--- src/rtl/gb_cpu_fetch_unit_if.sv ---
// Fetch-unit bus: memory read port, sequencer controls and decoder outputs.
// master = fetch unit side, slave = memory/sequencer/decoder side.
interface gb_cpu_fetch_unit_if;
    logic [7:0]  data_in;
    logic        instr_done;
    logic        pc_inc;
    logic        pc_load;
    logic [15:0] pc_load_val;
    logic        halt_bug;
    logic [15:0] addr;
    logic        mem_rd;
    logic [15:0] pc;
    logic [1:0]  t_cycle;
    logic [7:0]  opcode;
    logic        cb_prefix;
    logic        opcode_valid;

    modport master (
        input  data_in, instr_done, pc_inc, pc_load, pc_load_val, halt_bug,
        output addr, mem_rd, pc, t_cycle, opcode, cb_prefix, opcode_valid
    );

    modport slave (
        output data_in, instr_done, pc_inc, pc_load, pc_load_val, halt_bug,
        input  addr, mem_rd, pc, t_cycle, opcode, cb_prefix, opcode_valid
    );
endinterface

--- src/rtl/gb_cpu_fetch_unit.sv ---
// Game Boy CPU fetch stage: PC, T/M-cycle timebase, 0xCB prefix resolution.
// Optional HALT-bug PC suppression enabled by defining GB_CPU_HALT_BUG_EN.
module gb_cpu_fetch_unit #(
    parameter logic [15:0] RESET_PC = 16'h0000
) (
    input logic                 clk,
    input logic                 reset,
    gb_cpu_fetch_unit_if.master bus
);

    typedef enum logic [1:0] {
        FETCH    = 2'd0,
        CB_FETCH = 2'd1,
        EXEC     = 2'd2
    } state_e;

    state_e      state_q, state_d;
    logic [1:0]  t_q;
    logic [15:0] pc_q, pc_d;
    logic [7:0]  op_q, op_d;
    logic        cb_q, cb_d;
    logic        vld_q, vld_d;
    logic        boundary;

`ifdef GB_CPU_HALT_BUG_EN
    logic        hb_q, hb_d;
`endif

    assign boundary = (t_q == 2'd3);

    always_ff @(posedge clk) begin
        if (reset) begin
            state_q <= FETCH;
            t_q     <= 2'd0;
            pc_q    <= RESET_PC;
            op_q    <= 8'h00;
            cb_q    <= 1'b0;
            vld_q   <= 1'b0;
        end else begin
            state_q <= state_d;
            t_q     <= t_q + 2'd1;
            pc_q    <= pc_d;
            op_q    <= op_d;
            cb_q    <= cb_d;
            vld_q   <= vld_d;
        end
    end

`ifdef GB_CPU_HALT_BUG_EN
    always_ff @(posedge clk) begin
        if (reset) hb_q <= 1'b0;
        else       hb_q <= hb_d;
    end
`endif

    always_comb begin
        state_d = state_q;
        pc_d    = pc_q;
        op_d    = op_q;
        cb_d    = cb_q;
        vld_d   = 1'b0;
`ifdef GB_CPU_HALT_BUG_EN
        hb_d    = hb_q;
`endif
        if (boundary) begin
            case (state_q)
                FETCH: begin
`ifdef GB_CPU_HALT_BUG_EN
                    // Armed HALT bug: refetch the same byte once.
                    if (!hb_q) pc_d = pc_q + 16'd1;
                    hb_d = 1'b0;
`else
                    pc_d = pc_q + 16'd1;
`endif
                    if (bus.data_in == 8'hCB) begin
                        state_d = CB_FETCH;
                    end else begin
                        op_d    = bus.data_in;
                        cb_d    = 1'b0;
                        vld_d   = 1'b1;
                        state_d = EXEC;
                    end
                end
                CB_FETCH: begin
                    pc_d    = pc_q + 16'd1;
                    op_d    = bus.data_in;
                    cb_d    = 1'b1;
                    vld_d   = 1'b1;
                    state_d = EXEC;
                end
                EXEC: begin
                    if (bus.pc_load)     pc_d = bus.pc_load_val;
                    else if (bus.pc_inc) pc_d = pc_q + 16'd1;
`ifdef GB_CPU_HALT_BUG_EN
                    if (bus.halt_bug) hb_d = 1'b1;
`endif
                    if (bus.instr_done) state_d = FETCH;
                end
                default: state_d = FETCH;
            endcase
        end
    end

    assign bus.addr         = pc_q;
    assign bus.mem_rd       = (state_q != EXEC);
    assign bus.pc           = pc_q;
    assign bus.t_cycle      = t_q;
    assign bus.opcode       = op_q;
    assign bus.cb_prefix    = cb_q;
    assign bus.opcode_valid = vld_q;

`ifndef GB_CPU_HALT_BUG_EN
    logic unused_hb;
    assign unused_hb = bus.halt_bug;
`endif

endmodule

--- src/flat_wrapper.sv ---
// flat-port wrapper written by rule: the top's interface ports become plain ports
module gb_cpu_fetch_unit_flat 
#(
    parameter logic [15:0] RESET_PC = 16'h0000
)
  (clk, reset, bus_data_in, bus_instr_done, bus_pc_inc, bus_pc_load, bus_pc_load_val, bus_halt_bug, bus_addr, bus_mem_rd, bus_pc, bus_t_cycle, bus_opcode, bus_cb_prefix, bus_opcode_valid);
  gb_cpu_fetch_unit_if bus_i ();
  input logic clk;
  input logic reset;
  input wire logic [$bits(bus_i.data_in)-1:0] bus_data_in;
  input wire logic [$bits(bus_i.instr_done)-1:0] bus_instr_done;
  input wire logic [$bits(bus_i.pc_inc)-1:0] bus_pc_inc;
  input wire logic [$bits(bus_i.pc_load)-1:0] bus_pc_load;
  input wire logic [$bits(bus_i.pc_load_val)-1:0] bus_pc_load_val;
  input wire logic [$bits(bus_i.halt_bug)-1:0] bus_halt_bug;
  output wire logic [$bits(bus_i.addr)-1:0] bus_addr;
  output wire logic [$bits(bus_i.mem_rd)-1:0] bus_mem_rd;
  output wire logic [$bits(bus_i.pc)-1:0] bus_pc;
  output wire logic [$bits(bus_i.t_cycle)-1:0] bus_t_cycle;
  output wire logic [$bits(bus_i.opcode)-1:0] bus_opcode;
  output wire logic [$bits(bus_i.cb_prefix)-1:0] bus_cb_prefix;
  output wire logic [$bits(bus_i.opcode_valid)-1:0] bus_opcode_valid;
  assign bus_i.data_in = bus_data_in;
  assign bus_i.instr_done = bus_instr_done;
  assign bus_i.pc_inc = bus_pc_inc;
  assign bus_i.pc_load = bus_pc_load;
  assign bus_i.pc_load_val = bus_pc_load_val;
  assign bus_i.halt_bug = bus_halt_bug;
  assign bus_addr = bus_i.addr;
  assign bus_mem_rd = bus_i.mem_rd;
  assign bus_pc = bus_i.pc;
  assign bus_t_cycle = bus_i.t_cycle;
  assign bus_opcode = bus_i.opcode;
  assign bus_cb_prefix = bus_i.cb_prefix;
  assign bus_opcode_valid = bus_i.opcode_valid;
  gb_cpu_fetch_unit #(.RESET_PC(RESET_PC)) u_core (.clk(clk), .reset(reset), .bus(bus_i));
endmodule
--- config.mk ---
export PLATFORM = sky130hd
export DESIGN_NAME = gb_cpu_fetch_unit_flat
export DESIGN_NICKNAME = d
export VERILOG_FILES = /design/src/rtl/gb_cpu_fetch_unit_if.sv /design/src/rtl/gb_cpu_fetch_unit.sv /design/src/flat_wrapper.sv
export SDC_FILE = /design/constraint.sdc
export NUM_CORES = 1
export LEC_CHECK = 0
export BUFFER_PORTS_ARGS = -buffer_cell sky130_fd_sc_hd__clkbuf_2
export CAP_MARGIN = 20
export CORE_ASPECT_RATIO = 1.5
export CORE_MARGIN = 5
export CORE_UTILIZATION = 47
export DETAILED_ROUTE_END_ITERATION = 10
export PLACE_DENSITY = 0.79
export RECOVER_POWER = 50
export REMOVE_ABC_BUFFERS = 1
export SKIP_LAST_GASP = 1
export SLEW_MARGIN = 20
export SYNTH_ARGS = -nofsm -noshare
export SYNTH_HDL_FRONTEND = slang
export SYNTH_SLANG_ARGS = --single-unit
--- constraint.sdc ---
create_clock -name clk -period 2.5 [get_ports clk]
set_input_delay 0.5 -clock clk [delete_from_list [all_inputs] [get_ports clk]]
set_output_delay 0.5 -clock clk [all_outputs]
set_load 0.02 [all_outputs]
==> results of run 1 <==
[kinds of logic (layout without fill, tap and decap cells)]
family / after synthesis / after routing / synth area share (%)
mux: 8 / 8 / 4.56
flops: 30 / 30 / 34.2
simple gates: 88 / 88 / 26.9
fa+ha+maj: 2 / 2 / 1.42
compound gates: 54 / 54 / 22.1
buf+inv: 34 / 90 / 10.8
[path summary, 6_finish.rpt]
check / to / startpoint / slack [ns]
setup / recovery: u_core.bus.addr[9] / u_core.state_q[0] / 0.52
hold / removal: u_core.bus.t_cycle[0] / u_core.bus.t_cycle[0] / 0.43
setup reg to reg: u_core.bus.addr[9] / u_core.state_q[0] / 0.52
hold reg to reg: u_core.bus.t_cycle[0] / u_core.bus.t_cycle[0] / 0.43
[placed cells by master, fill, tap and decap left out, types with 2 or more instances in the layout]
master    netlist  layout
and3_1          4       4
a21oi_1        15      15
o211ai_1        3       3
o221a_2         3       3
a22oi_1         3       3
a211o_1         2       2
nor4_1          8       8
and2_1          2       2
nor2_1          9       9
buf_4          16       2
inv_1           6       6
or3_1           3       3
a211oi_1        4       4
nand2b_1        5       5
clkbuf_8        0       5
a31oi_1         2       2
nor2b_1         7       7
a311oi_1        2       2
mux2i_1         8       8
nand4_1         5       5
dfxtp_1        30      30
nor3_1          9       9
o221ai_1        2       2
clkbuf_1        8      37
o21ai_0        10      10
clkbuf_2        0      37
clkinv_2        0       2
nand3_1        10      10
nand2_1        19      19
ha_1            2       2
nand3b_1        2       2
[cell type report]
| type | instances | area (um^2) | area share (%) |
|---|---|---|---|
| Timing Repair Buffer | 76 | 339 | 16.4 |
| Clock inverter | 2 | 10.0 | 0.485 |
| Inverter | 7 | 26.3 | 1.27 |
| Sequential cell | 30 | 601 | 29.1 |
| Tap cell | 43 | 53.8 | 2.60 |
| Multi-Input combinational cell | 152 | 967 | 46.8 |
| Clock buffer | 5 | 68.8 | 3.33 |
[state kept, by name, indices dropped and copies added, names as in the netlist]
register,flops
u_core.bus.t_cycle,2
u_core.bus.opcode_valid,1
u_core.bus.cb_prefix,1
u_core.bus.addr,16
u_core.state_q,2
u_core.bus.opcode,8
[through the flow]
step	hold slack, ns	power [mW]	setup WS [ns]
3_5_place_dp	0.422	0.670	0.321
4_1_cts	0.437	1.03	0.594
6_report	0.431	1.02	0.518
5_1_grt	0.455	1.06	0.447
2_1_floorplan	0.493	0.599	0.588
3_3_place_gp	0.416	0.667	0.355
[routing by layer]
layer  up-vias  track usage (%)
li1        889                -
met1       840             22.7
met2        88             29.4
met3         8             4.41
met4         0             9.27
met5         -                0
[critical path: stages, from the launching register on]
cell and delay [ns]:
dfxtp_1 0.54, and3b_1 0.45, or4_1 0.62, o21ai_0 0.09, a211oi_1 0.10
[power groups by stage]
stage               combinational (mW)  clock (mW)  sequential, mW
global placement                 0.147           0           0.519
floorplan                       0.0565           0           0.543
detailed placement               0.150           0           0.520
global route                     0.158       0.393           0.512
finish                           0.144       0.362           0.510
CTS                              0.150       0.371           0.510
==> metrics.md, run 1 <==
| Metric | Value |
|---|---|
| Outcome | finished clean |
| Post-synthesis sequential area ratio | 34.2% |
| Leakage power | 0.773 nW |
| Setup Buffers After CTS | 0 |
| Largest net degree at the start of global routing | 30 |
| Die Ht | 84.9 um |
| Hold depth | 1 |
| Crit path kind | reg -> reg |
| Cell variety after synth | 44 |
| Pwr dens | 491 mW/mm^2 |
| First-pass GRT wire length | 7470 um |
| Post-CTS Resized | 0 |
| Count leader, synth | dfxtp_1 |
| Post-synth EDFFs | 0 |
| Layout area overhead | 17.5% |
| Mean Syn Cell Area | 8.14 um^2 |
| Cts bufs inserted | 5 |
| Clock Sinks | 30 |
| Root buf cell | clkbuf_8 |
| Async S/R FF share, synth | 0% |
| Wl on met1 | 1890 um |
| CP Max Fanout | 21 |
| P_int | 734 uW |
| ANT cells | 0 |
| WL met2 | 2230 um |
| #FFs+latches synth | 30 |
| CTS H-tree lvls | 2 |
| Placed cell area | 0.00204 mm^2 |
| HP Class | reg -> reg |
| Clk Latency, worst-skew pair | 0.28 ns |
| Number of global-route vias before repair | 1691 |
| Clock Path Buffers | 2 |
| Setup violators final | 0 |
| TritonCTS clock tree | yes |
| Comb power frac | 14.2% |
| TNS Setup | 0 ns |
| Mapped Area | 0.00176 mm^2 |
| Synth Instances | 216 |
| Initial Utilization | 48.2% |
| Top post-synthesis cells by area | dfxtp_1, buf_4, mux2i_1 |
| RSZ-0062 raised after global routing | no |
| Antenna violations before repair | 0 |
| DR vias | 1825 |
| Fin crit period | 1.98 ns |
| Max_slew headroom | 15.1% |
| Post-route cell area | 0.00207 mm^2 |
| Die X | 59.9 um |
| Gr ovfl total | 0 |
| Met3 WL | 447 um |
| Startpoint Class | register |
| Total Routed Length | 4640 um |
| CORE AREA | 0.00365 mm^2 |
| # DRC | 0 |
| Sw frac | 27.7% |
| Hold Vio Cnt, Final | 0 |
| Tcrit/Tclk final | 79.3% |
| R2r worst-path depth | 4 |
| Post-synth top cells | dfxtp_1, nand2_1, buf_4, a21oi_1 |
| GRT Util Overall | 18.5% |
| DRT Pass-1 Iters | 4 |
| Crit path arrival time | 2.09 ns |
| Sequential share of power | 50.2% |
| Most used DFF post-synth | dfxtp_1 |
| Row cnt | 27 |
| Gp weighted congestion | 0.833 |
| DR top layer | met4 |
| Via/cell ratio | 5.79 |
| Critical Path RT | 2.61 ns |
| Initial DRC Count | 70 |
| Ratio of cells with drive above 1 in the final layout | 19.9% |
| Placed cell count | 308 |
| Max Cap Viol | 0 |
| Maximum VDD drop | 342 uV |
| Detail Placement HPWL | 3380 um |
| Fillers | 382 |
| Switch Pwr | 281 uW |
| Clock slew at reported path FFs | 0.06 ns |
| Clock group share of total power | 35.6% |
| Die area | 0.00509 mm^2 |
| Ys Warns | 0 |
| Wirelength per Cell | 14.7 um |
| Largest area contributor in the netlist | dfxtp_1 |
| Port bufs | 73 |
| Synth top area share | 34.2% |
| Util after Layout | 56.6% |
| CTS Hold Bufs | 0 |
| Actual slew at the worst max-slew pin | 1.27 ns |
| I/O Pins | 75 |
| Max Transition Viols Final | 0 |
| Detail Route Antenna Nets | 0 |
| Post-route insts no fill | 315 |
| Crit. End Element | register |
| Clock Skews | 0.00598 ns |
| Final net count | 304 |
| Fmax achieved | 504 MHz |
Note: power is estimated with default switching activity, not from simulation.
==> run 2, diff against run 1 <==
==> constraint.sdc (replaced) <==
create_clock -name clk -period 2.05 [get_ports clk]
set_input_delay 0.41 -clock clk [delete_from_list [all_inputs] [get_ports clk]]
set_output_delay 0.41 -clock clk [all_outputs]
set_load 0.02 [all_outputs]
==> run 2 against run 1 <==
Routed wire length rose by 1.1%; hold slack got worse by 0.071 ns; first-iteration DRC count rose by 47%; critical path type unchanged; largest power group unchanged; critical path depth rose by 1.
==> metrics.md, run 2 (synthesis gave the netlist of run 1 again) <==
| Metric | Value |
|---|---|
| Outcome | finished clean |
| Actual slew at the worst max-slew pin | 1.29 ns |
| Crit path kind | reg -> reg |
| Crit-path leading delay family | simple AND/OR/NAND/NOR gates |
| Setup violators final | 0 |
| TritonCTS clock tree | yes |
| Clk Latency, worst-skew pair | 0.29 ns |
| Layout area overhead | 23.5% |
| Post-CTS Resized | 0 |
| CTS Hold Bufs | 0 |
| Slowest stage delay, CP | 0.47 ns |
| Die Ht | 84.9 um |
| R2r worst-path depth | 5 |
| Wirelength per Cell | 14.4 um |
| Setup slack, reg-to-reg | 0.24 ns |
| Largest net degree at the start of global routing | 30 |
| Die X | 59.9 um |
| R2r startpoint | u_core.bus.addr[1] |
| ANT cells | 0 |
| Max reg flops | 16 |
| Antenna violations before repair | 0 |
| Gp weighted congestion | 0.816 |
| Number of global-route vias before repair | 1690 |
| Initial DRC Count | 103 |
| Gr ovfl total | 0 |
| Tcrit/Tclk final | 88.2% |
| DR vias | 1852 |
| Final net count | 314 |
| Detail Placement HPWL | 3480 um |
| Via/cell ratio | 5.68 |
| Hold path start | bus_pc_load_val[1] |
| Port bufs | 73 |
| CP Max Fanout | 8 |
| Fillers | 376 |
| Critical Path RT | 2.26 ns |
| Total Routed Length | 4690 um |
| # DRC | 0 |
| Cell depth of the worst setup path | 5 |
| Hold Vio Cnt, Final | 0 |
| Ratio of cells with drive above 1 in the final layout | 23.0% |
| I/O Pins | 75 |
| Initial Utilization | 48.2% |
| Detail Route Antenna Nets | 0 |
| Clock Path Buffers | 2 |
| Row cnt | 27 |
| CP Capture Point | u_core.bus.addr[14] |
| Die area | 0.00509 mm^2 |
| TNS Setup | 0 ns |
| Pwr dens | 640 mW/mm^2 |
| Util after Layout | 59.5% |
| First-pass GRT wire length | 7590 um |
| Clock slew at reported path FFs | 0.07 ns |
| DRT Pass-1 Iters | 4 |
| Max Transition Viols Final | 0 |
| RSZ-0062 raised after global routing | no |
| Clock Sinks | 30 |
| Critical path startpoint | u_core.bus.addr[1] |
| Root buf cell | clkbuf_8 |
| Buf+Inv Stages, Crit Path | 0 |
| Leakage power | 0.838 nW |
| GRT Util Overall | 19.1% |
| CORE AREA | 0.00365 mm^2 |
| Clock Skews | 0.00606 ns |
| R2r endpoint | u_core.bus.addr[14] |
| Cts bufs inserted | 5 |
| HP Class | in -> reg |
| Critical-path cell list | ha_1 -> nand4_1 -> nor4_1 -> nand3_1 -> o211ai_1 |
| Commonest non-fill, non-tap cells in the layout | clkbuf_2, clkbuf_1, dfxtp_1 |
| Max_slew headroom | 14.1% |
| Startpoint Class | register |
| Fmax achieved | 553 MHz |
| Fin crit period | 1.81 ns |
| Crit. End Element | register |
| Crit path arrival time | 2.02 ns |
| Maximum VDD drop | 550 uV |
| Slowest CP cell | nor4_1 |
| Max Cap Viol | 0 |
| Setup Buffers After CTS | 0 |
| CTS H-tree lvls | 2 |
[run 2: area by class of cell]
class                      count  area [um^2]  area share [%]
inverter                       7         26.3            1.21
sequential                    30          601            27.7
clock buffer                   5         68.8            3.17
clock inverter                 3         40.0            1.84
tap                           43         53.8            2.48
multi-input combinational    152          967            44.6
timing repair buffer          86          414            19.1
[run 2: stage by stage]
step | worst slack [ns] | std cells | hold WS [ns] | area (um^2) | power, mW
floorplan | 0.148 | 189 | 0.479 | 1590 | 0.731
global placement | 0.126 | 318 | 0.416 | 2110 | 0.822
detailed placement | 0.0939 | 318 | 0.425 | 2110 | 0.825
CTS | 0.263 | 326 | 0.355 | 2220 | 1.41
global route | 0.0150 | 326 | 0.376 | 2170 | 1.46
finish | 0.243 | 326 | 0.360 | 2170 | 1.39
[run 2: worst min-delay path by stage]
stage | to | slack [ns] | cells past startpoint
3_5_place_dp | u_core.bus.t_cycle[0] | 0.42 | 1
6_report | u_core.bus.addr[1] | 0.36 | 3
2_1_floorplan | u_core.bus.addr[2] | 0.48 | 1
5_1_grt | u_core.bus.addr[1] | 0.38 | 3
4_1_cts | u_core.bus.addr[1] | 0.36 | 3
3_3_place_gp | u_core.bus.t_cycle[0] | 0.42 | 1
[run 2: worst min-delay path, delay by kind of cell]
kind                   cells  cell delay (ns)
buffers and inverters      1             0.08
AOI/OAI and AO/OA          1             0.07
and+or+nand+nor            1             0.04
[run 2: report_power, final]
| group | switching [mW] | internal (mW) | total, mW | leakage, nW |
|---|---|---|---|---|
| Combinational | 0.113 | 0.0734 | 0.186 | 0.537 |
| Sequential | 0.0172 | 0.602 | 0.620 | 0.243 |
| Clock | 0.227 | 0.357 | 0.584 | 0.0579 |
| Total | 0.357 | 1.03 | 1.39 | 0.838 |
[run 2: per-layer routing]
metal  GRT usage [%]  routed length, um
met5               0                  0
met4            7.86                 75
met2            31.0               2220
met1            22.5               1910
met3            6.39                482
==> run 3, diff against run 2 <==
==> constraint.sdc (replaced) <==
create_clock -name clk -period 1.75 [get_ports clk]
set_input_delay 0.35 -clock clk [delete_from_list [all_inputs] [get_ports clk]]
set_output_delay 0.35 -clock clk [all_outputs]
set_load 0.02 [all_outputs]
==> run 3 against run 2 <==
First-iteration DRC count fell by 30%; clock power is 17% higher; cell count up 1.5%; worst setup slack worse by 0.11 ns; non-clock buffer count increased by 5; flip-flop and latch count did not move; via count rose by 0.97%; core utilization up 1.2 points; critical path type unchanged; largest power group unchanged.
==> metrics.md, run 3 (synthesis gave the netlist of run 1 again) <==
| Metric | Value |
|---|---|
| Outcome | finished clean |
| Clock group share of total power | 41.8% |
| Post-route insts no fill | 331 |
| Detail Route Antenna Nets | 0 |
| Hold Vio Cnt, Final | 0 |
| Post-route cell area | 0.00221 mm^2 |
| Met1 Track Usage GR | 21.4% |
| Clock Sinks | 30 |
| Critical path startpoint | u_core.bus.addr[0] |
| CORE AREA | 0.00365 mm^2 |
| Startpoint Class | register |
| Placed cell area | 0.00215 mm^2 |
| Hold path start | bus_pc_load_val[1] |
| DRT Pass-1 Iters | 4 |
| Port bufs | 73 |
| Leading cell type in the layout, fill and taps excluded | clkbuf_2 |
| Final net count | 319 |
| Critical-path cell list | ha_1 -> nand4_1 -> nor4_1 -> nand3_1 -> o211ai_1 |
| Die Ht | 84.9 um |
| Actual slew at the worst max-slew pin | 0.396 ns |
| Crit path arrival time | 1.83 ns |
| Worst slack at placement | -0.153 ns |
| I/O Pins | 75 |
| Slowest CP cell | nor4_1 |
| TNS Setup | 0 ns |
| Commonest non-fill, non-tap cells in the layout | clkbuf_2, clkbuf_1, dfxtp_1 |
| Root buf cell | clkbuf_8 |
| Tcrit/Tclk final | 92.4% |
| Sequential share of power | 44.3% |
| R2r startpoint | u_core.bus.addr[0] |
| Max_slew headroom | 73.4% |
| Cts bufs inserted | 5 |
| Total Routed Length | 4660 um |
| Max Transition Viols Final | 0 |
| TritonCTS clock tree | yes |
| Max reg flops | 16 |
| Die X | 59.9 um |
| Antenna violations before repair | 0 |
| Initial Utilization | 48.2% |
| Leakage power | 0.874 nW |
| GR Util met2 | 33.8% |
| Routing usage on met3 | 4.41% |
| Post-CTS Resized | 0 |
| Ratio of cells with drive above 1 in the final layout | 25.3% |
| Total Power | 1.63 mW |
| GRT Max-Usage Layer | met2 |
| First-pass GRT wire length | 7690 um |
| Gp weighted congestion | 0.842 |
| Clock slew at reported path FFs | 0.06 ns |
| CP Max Fanout | 8 |
| Crit path kind | reg -> reg |
| DR vias | 1870 |
| Maximum VDD drop | 470 uV |
| Comb power frac | 13.9% |
| Row cnt | 27 |
| Gr ovfl total | 0 |
| Critical Path RT | 1.96 ns |
| Wirelength per Cell | 14.1 um |
| Pwr dens | 738 mW/mm^2 |
| Largest net degree at the start of global routing | 30 |
| HP Class | in -> reg |
| RSZ-0062 raised after global routing | yes |
| Placed cell count | 323 |
| Fmax achieved | 619 MHz |
| CTS Hold Bufs | 0 |
| Switch Pwr | 419 uW |
| P_int | 1.22 mW |
| # DRC | 0 |
| Clock Skews | 0.00493 ns |
| Initial DRC Count | 72 |
| Crit. End Element | register |
| Detail Placement HPWL | 3520 um |
| Setup violators final | 0 |
| Layout area overhead | 26.0% |
| CTS H-tree lvls | 2 |
| Via/cell ratio | 5.65 |
| Number of global-route vias before repair | 1761 |
| Max Cap Viol | 0 |
| Slack of the critical path | 0.133 ns |
| ANT cells | 0 |
| Slowest stage delay, CP | 0.46 ns |
| Clk Latency, worst-skew pair | 0.28 ns |
| Die area | 0.00509 mm^2 |
| GRT Util Overall | 18.8% |
| Clock Path Buffers | 2 |
| Sw frac | 25.6% |
| Setup Buffers After CTS | 0 |
| Fin crit period | 1.62 ns |
-- run 3: cell types whose count changed in the layout (fill, tap and decap cells not counted) --
cell / change
clkbuf_1: -3
clkbuf_2: +2
buf_4: +6
-- run 3: layout make-up --
type / instances / area (um^2)
Clock buffer: 5 / 68.8
Multi-Input combinational cell: 152 / 967
Fill cell: 377 / 1430
Clock inverter: 3 / 40.0
Timing Repair Buffer: 91 / 458
Sequential cell: 30 / 601
Tap cell: 43 / 53.8
Inverter: 7 / 26.3
-- run 3: critical path: cells and delay by family (launching register included) --
family	cells	cell delay, ns
AND/OR/NAND/NOR	3	0.90
flip-flops	1	0.34
adder cells (fa/ha/maj)	1	0.21
AO/OA/AOI/OAI	1	0.10
-- run 3: power by group through the flow --
stage	Combinational, mW	Sequential, mW	Clock (mW)
final	0.227	0.723	0.684
after global routing	0.249	0.726	0.730
after CTS	0.236	0.724	0.698
after detailed placement	0.234	0.739	0
after global placement	0.231	0.738	0
after floorplan	0.0808	0.775	0
-- run 3: worst paths after layout --
| path | slack, ns | end | cells after the start |
|---|---|---|---|
| setup reg to reg | 0.13 | u_core.bus.addr[14] | 5 |
| setup / recovery | 0.13 | u_core.bus.addr[14] | 5 |
| hold / removal | 0.30 | u_core.bus.addr[1] | 3 |
| hold reg to reg | 0.44 | u_core.bus.t_cycle[0] | 1 |
-- run 3: through the flow --
step,hold WS (ns),utilization [%]
2_1_floorplan,0.419,-
3_3_place_gp,0.418,58.9
3_5_place_dp,0.437,58.9
4_1_cts,0.300,61.9
5_1_grt,0.314,60.7
6_report,0.304,60.7
-- run 3: per-layer routing --
layer  vias up  share of wire (%)
li1        919                  -
met2        76                 49
met1       869                 41
met4         0               0.99
met5         -                  0
met3         6                8.9
